### src/rtl/seg7_scan_driver_pkg.sv
// ============================================================================
// seg7_scan_driver_pkg : shared 7-segment patterns and BCD width   rev 1.0
// ============================================================================
`default_nettype none

package seg7_scan_driver_pkg;

  localparam int BCD_W = 4;

  // Active-high patterns, bit order {g,f,e,d,c,b,a}
  localparam logic [6:0] SEG_0     = 7'h3F;
  localparam logic [6:0] SEG_1     = 7'h06;
  localparam logic [6:0] SEG_2     = 7'h5B;
  localparam logic [6:0] SEG_3     = 7'h4F;
  localparam logic [6:0] SEG_4     = 7'h66;
  localparam logic [6:0] SEG_5     = 7'h6D;
  localparam logic [6:0] SEG_6     = 7'h7D;
  localparam logic [6:0] SEG_7     = 7'h07;
  localparam logic [6:0] SEG_8     = 7'h7F;
  localparam logic [6:0] SEG_9     = 7'h6F;
  localparam logic [6:0] SEG_BLANK = 7'h00;

endpackage

`default_nettype wire

### src/rtl/seg7_scan_driver_bcd_to_seg7.sv
// ============================================================================
// bcd_to_seg7 : combinational BCD to active-high 7-segment decoder   rev 1.0
// ============================================================================
`default_nettype none

module bcd_to_seg7
  import seg7_scan_driver_pkg::*;
(
  input  logic [BCD_W-1:0] bcd,
  output logic [6:0]       pattern
);

  // Non-decimal codes A-F decode to blank
  always_comb begin
    pattern = SEG_BLANK;
    case (bcd)
      4'd0:    pattern = SEG_0;
      4'd1:    pattern = SEG_1;
      4'd2:    pattern = SEG_2;
      4'd3:    pattern = SEG_3;
      4'd4:    pattern = SEG_4;
      4'd5:    pattern = SEG_5;
      4'd6:    pattern = SEG_6;
      4'd7:    pattern = SEG_7;
      4'd8:    pattern = SEG_8;
      4'd9:    pattern = SEG_9;
      default: pattern = SEG_BLANK;
    endcase
  end

endmodule

`default_nettype wire

### src/rtl/seg7_scan_driver.sv
// ============================================================================
// seg7_scan_driver : multiplexed BCD display driver with frame-aligned shadow
//                    capture; SEG7_LZB_EN enables leading-zero blanking  rev 1.0
// ============================================================================
`default_nettype none

module seg7_scan_driver
  import seg7_scan_driver_pkg::*;
#(
  parameter int DIGITS      = 4,
  parameter int REFRESH_DIV = 50000,
  parameter int ACTIVE_LOW  = 1
) (
  input  logic                    clk,
  input  logic                    reset,
  input  logic [BCD_W*DIGITS-1:0] digits_in,
  output logic [6:0]              seg,
  output logic [DIGITS-1:0]       an,
  output logic                    frame_tick
);

  localparam int               PRE_W    = (REFRESH_DIV > 1) ? $clog2(REFRESH_DIV) : 1;
  localparam int               IDX_W    = (DIGITS > 1) ? $clog2(DIGITS) : 1;
  localparam logic [PRE_W-1:0] PRE_LAST = PRE_W'(REFRESH_DIV - 1);
  localparam logic [IDX_W-1:0] IDX_LAST = IDX_W'(DIGITS - 1);
  localparam logic             INV      = (ACTIVE_LOW != 0);
  localparam logic [6:0]        SEG_OFF = {7{INV}};
  localparam logic [DIGITS-1:0] AN_OFF  = {DIGITS{INV}};

  logic [PRE_W-1:0]        prescaler;
  logic [IDX_W-1:0]        scan_idx;
  logic [BCD_W*DIGITS-1:0] shadow;
  logic                    tick;
  logic                    capture;
  logic [BCD_W-1:0]        digit_arr [DIGITS];
  logic [BCD_W-1:0]        cur_digit;
  logic [6:0]              decoded;
  logic [6:0]              seg_pattern;
  logic [DIGITS-1:0]       lzb_blank;
  logic [DIGITS-1:0]       an_onehot;

  assign tick       = (prescaler == PRE_LAST);
  assign capture    = tick && (scan_idx == IDX_LAST);
  assign frame_tick = capture && !reset;

  // Capture coincides with the scan wrap, so digit 0 of a frame always shows fresh data
  always_ff @(posedge clk) begin
    if (reset) begin
      prescaler <= '0;
      scan_idx  <= '0;
      shadow    <= '0;
    end else begin
      prescaler <= tick ? '0 : prescaler + 1'b1;
      if (tick) begin
        scan_idx <= (scan_idx == IDX_LAST) ? '0 : scan_idx + 1'b1;
      end
      if (capture) begin
        shadow <= digits_in;
      end
    end
  end

  generate
    for (genvar k = 0; k < DIGITS; k++) begin : g_digit
      assign digit_arr[k] = shadow[BCD_W*k +: BCD_W];
    end
  endgenerate

  assign cur_digit = digit_arr[scan_idx];

  bcd_to_seg7 u_dec (
    .bcd     (cur_digit),
    .pattern (decoded)
  );

`ifdef SEG7_LZB_EN
  // zero_from[k]: digit k and every higher digit of the shadow are zero
  logic [DIGITS:1] zero_from;
  assign zero_from[DIGITS] = 1'b1;
  assign lzb_blank[0]      = 1'b0;
  generate
    for (genvar k = 1; k < DIGITS; k++) begin : g_lzb
      assign zero_from[k] = (digit_arr[k] == '0) && zero_from[k+1];
      assign lzb_blank[k] = zero_from[k];
    end
  endgenerate
`else
  assign lzb_blank = '0;
`endif

  assign seg_pattern = lzb_blank[scan_idx] ? SEG_BLANK : decoded;
  assign an_onehot   = DIGITS'(1) << scan_idx;

  always_ff @(posedge clk) begin
    if (reset) begin
      seg <= SEG_OFF;
      an  <= AN_OFF;
    end else begin
      seg <= seg_pattern ^ SEG_OFF;
      an  <= an_onehot ^ AN_OFF;
    end
  end

endmodule

`default_nettype wire

### config.mk
export PLATFORM = sky130hd
export DESIGN_NAME = seg7_scan_driver
export DESIGN_NICKNAME = d
export VERILOG_FILES = /design/src/rtl/seg7_scan_driver_pkg.sv /design/src/rtl/seg7_scan_driver_bcd_to_seg7.sv /design/src/rtl/seg7_scan_driver.sv
export SDC_FILE = /design/constraint.sdc
export NUM_CORES = 1
export LEC_CHECK = 0
export BUFFER_PORTS_ARGS = -buffer_cell sky130_fd_sc_hd__buf_2
export CAP_MARGIN = 10
export CORE_ASPECT_RATIO = 2
export CORE_UTILIZATION = 45
export CTS_CLUSTER_DIAMETER = 50
export DETAILED_ROUTE_END_ITERATION = 10
export SLEW_MARGIN = 20
export SYNTH_ARGS = -nofsm -noshare
export SYNTH_HDL_FRONTEND = slang
export SYNTH_HIERARCHICAL = 1
export SYNTH_SLANG_ARGS = --single-unit
### constraint.sdc
create_clock -name clk -period 2.22 [get_ports clk]
set_input_delay 0.222 -clock clk [delete_from_list [all_inputs] [get_ports clk]]
set_output_delay 0.222 -clock clk [all_outputs]
set_load 0.01 [all_outputs]
==> impl_metrics.json <==
{
  "outcome": "finished, final reports clean",
  "multi_input_comb_area_um2": 1191,
  "nFillCells": 469,
  "grt_max_degree": 50,
  "cp.required_ps": 2000,
  "wire_per_inst_um": 12.98,
  "start_util_pct": 47.28,
  "dp_worst_setup_slack_ps": 292.0,
  "drtIter0Drc": 21,
  "crit_chain": "ha_1 -> and3_2 -> nand4_4 -> nor4_1 -> buf_2",
  "min_from": "digits_in[12]",
  "final_cell_mix": "45 x dfxtp_1, 43 x nand2b_1, 29 x buf_2, 20 x nor2_1, 16 x mux2i_1",
  "vias": 1530,
  "rsz0062_at_grt": "false",
  "drive_gt1_share_pct": 20.32,
  "grt_usage_pct": 17.83,
  "peakVddDrop_v": 0.0003874,
  "netlist_area_um2": 2195,
  "layout_commonest_cell": "dfxtp_1",
  "whs_ps": 173.0,
  "fmax_mhz": 503.5,
  "ant_nets": 0,
  "clockBufferDepth": 2,
  "h-tree-depth": 2,
  "relSlewSlack_pct": 58.66,
  "cts_tree": "done",
  "fin_crit_sh_pct": 89.46,
  "crit_fanout": 7,
  "utilization_pct": 53.02,
  "reg2reg_from": "scan_idx[1]",
  "die_x_um": 51.38,
  "clock_sinks": 45,
  "min_to": "shadow[12]",
  "hpwlAfterDp_mm": 2.955,
  "regToRegEndpoint": "seg[1]",
  "postSynth.asyncResetShare_pct": 0,
  "critical_path_buf_inv_count": 1,
  "grt_pass1_wl_mm": 6.872,
  "maxCapViolations": 0,
  "setup_tns_ps": 0,
  "worst_pin_slew_ps": 620.0,
  "ios": 30,
  "start_kind": "flip-flop",
  "synth-seq-area-share_pct": 41.05,
  "worst_ep_arrival_time_ps": 1760,
  "ys_warn_count": 6,
  "cts_root_buffer": "clkbuf_8",
  "synth_cell_types": 36,
  "cp_top_family": "simple AND/OR/NAND/NOR gates",
  "holdCritPathClass": "primary input to flip-flop",
  "setup_viol": 0,
  "hold_viol": 0,
  "crit_path_end_kind": "output port",
  "skew_ps": 7.648,
  "cellPowerDensity_nw_per_um2": 563.4,
  "antenna_found_initial": 0,
  "slowest_delay_ps": 390,
  "final_nets": 279,
  "critPathKind": "flip-flop to output port",
  "clock_latency_ps": 300,
  "r2r_slack_ps": 300,
  "core_um2": 4642,
  "wl_mm": 3.973,
  "power_w": 0.001386,
  "rows": 35,
  "worst_path_max_delay_cell": "dfxtp_1",
  "syn_avg_cell_area_um2": 9.930,
  "place.gp.congestion": 0.8182,
  "grt_pass1_vias": 1617,
  "synth_ff_type": "dfxtp_1",
  "syn2layout_area_growth_pct": 12.14,
  "min_delay_path_depth": 3,
  "clkTransAtPathRegs_ps": 90,
  "netlist_instances": 221,
  "numCtsBuffers": 5,
  "regArea_um2": 900.9,
  "ys_seq_elements": 45,
  "die_area_um2": 5177,
  "die-height_um": 100.8,
  "drtPass1Iterations": 4,
  "reg2regPathDepth": 5,
  "synth-edff-count": 0,
  "fin_ws_ps": 233.9,
  "vias_per_cell": 5.000,
  "leakage_nw": 0.8856,
  "synth_nets": 250,
  "post-cts-setup-buffers": 0,
  "finalCriticalPeriod_ps": 1986,
  "remaining_drc_errors": 0,
  "diodes": 0,
  "slew_violations": 0,
  "port_buffers": 29,
  "overflow": 0
}
cells in the mapped netlist, types with 2 or more instances:
master	number	share of area (%)
inv_1	12	2.1
mux4_2	4	4.1
mux2i_1	16	7.3
xnor2_1	11	4.4
nand3_1	5	1.1
xor2_1	4	1.6
clkbuf_1	6	1.0
nand4_1	5	1.4
ha_1	11	6.3
o21ai_0	6	1.4
dfxtp_1	45	41
nand2b_1	43	12
nor3_1	3	0.68
nor2_1	20	3.4
nor4_1	5	1.4
nand2_1	4	0.68
a21oi_1	2	0.46
metrics by stage:
| stage | instances | instance area (µm²) |
|---|---|---|
| 6_report | 306 | 2461 |
| 5_1_grt | 306 | 2461 |
| 2_1_floorplan | 221 | 2195 |
| 3_5_place_dp | 298 | 2377 |
| 3_3_place_gp | 298 | 2377 |
| 4_1_cts | 306 | 2460 |
power by group:
group | switching, W | internal (W)
logic | 0.0000321 | 0.0000365
clock network | 0.000275 | 0.000219
registers | 0.00000639 | 0.000818
how the worst max path moves through the flow:
stage | startpoint | to | cells after the start
final | prescaler[0] | frame_tick | 5
after detailed placement | scan_idx[1] | seg[1] | 5
after CTS | prescaler[0] | frame_tick | 5
after floorplan | scan_idx[1] | seg[1] | 6
after global routing | prescaler[0] | frame_tick | 5
after global placement | scan_idx[1] | seg[1] | 5
routing by layer:
layer	GRT usage (%)	wire length [µm]
met1	16.20	1480
met2	35.56	2290
met3	3.620	125
met4	7.484	76
met5	0	0
sequential cells by signal, summed over array words and instances (netlist names):
register / cells
an: 4
prescaler: 16
scan_idx: 2
seg: 7
shadow: 16
worst register-to-register path, delay by kind of cell (launching register included):
kind / cells / cell delay [ps]
compound gates: 1 / 160
buf+inv: 1 / 150
simple gates: 1 / 70
mux: 1 / 650
flops: 1 / 540
fa+ha+maj: 1 / 250
cells by family (layout without fill, tap and decap cells):
group / count (synthesis) / after routing / share of synthesized area (%)
and+or+nand+nor: 93 / 93 / 25.60
DFF: 45 / 45 / 41.05
buffers and inverters: 21 / 51 / 4.732
muxes: 20 / 20 / 11.40
AOI/OAI and AO/OA: 16 / 16 / 4.961
xor gates and xnor gates: 15 / 15 / 5.986
adders and majority gates: 11 / 11 / 6.271
layout make-up:
type	count	area share [%]
Multi-Input combinational cell	155	48.40
Timing Repair Buffer	31	7.016
Tap cell	55	2.796
Sequential cell	45	36.60
Clock buffer	6	2.949
Inverter	12	1.830
Clock inverter	2	0.4067
what timing repair did:
| action | in CTS | in global routing |
|---|---|---|
| setup endpoints to repair | 0 | 1 |
| endpoints found under the hold margin | 0 | 0 |
| resized for setup | 0 | 1 |
| hold buffers | 0 | 0 |
(Power assumes the default switching activity.)
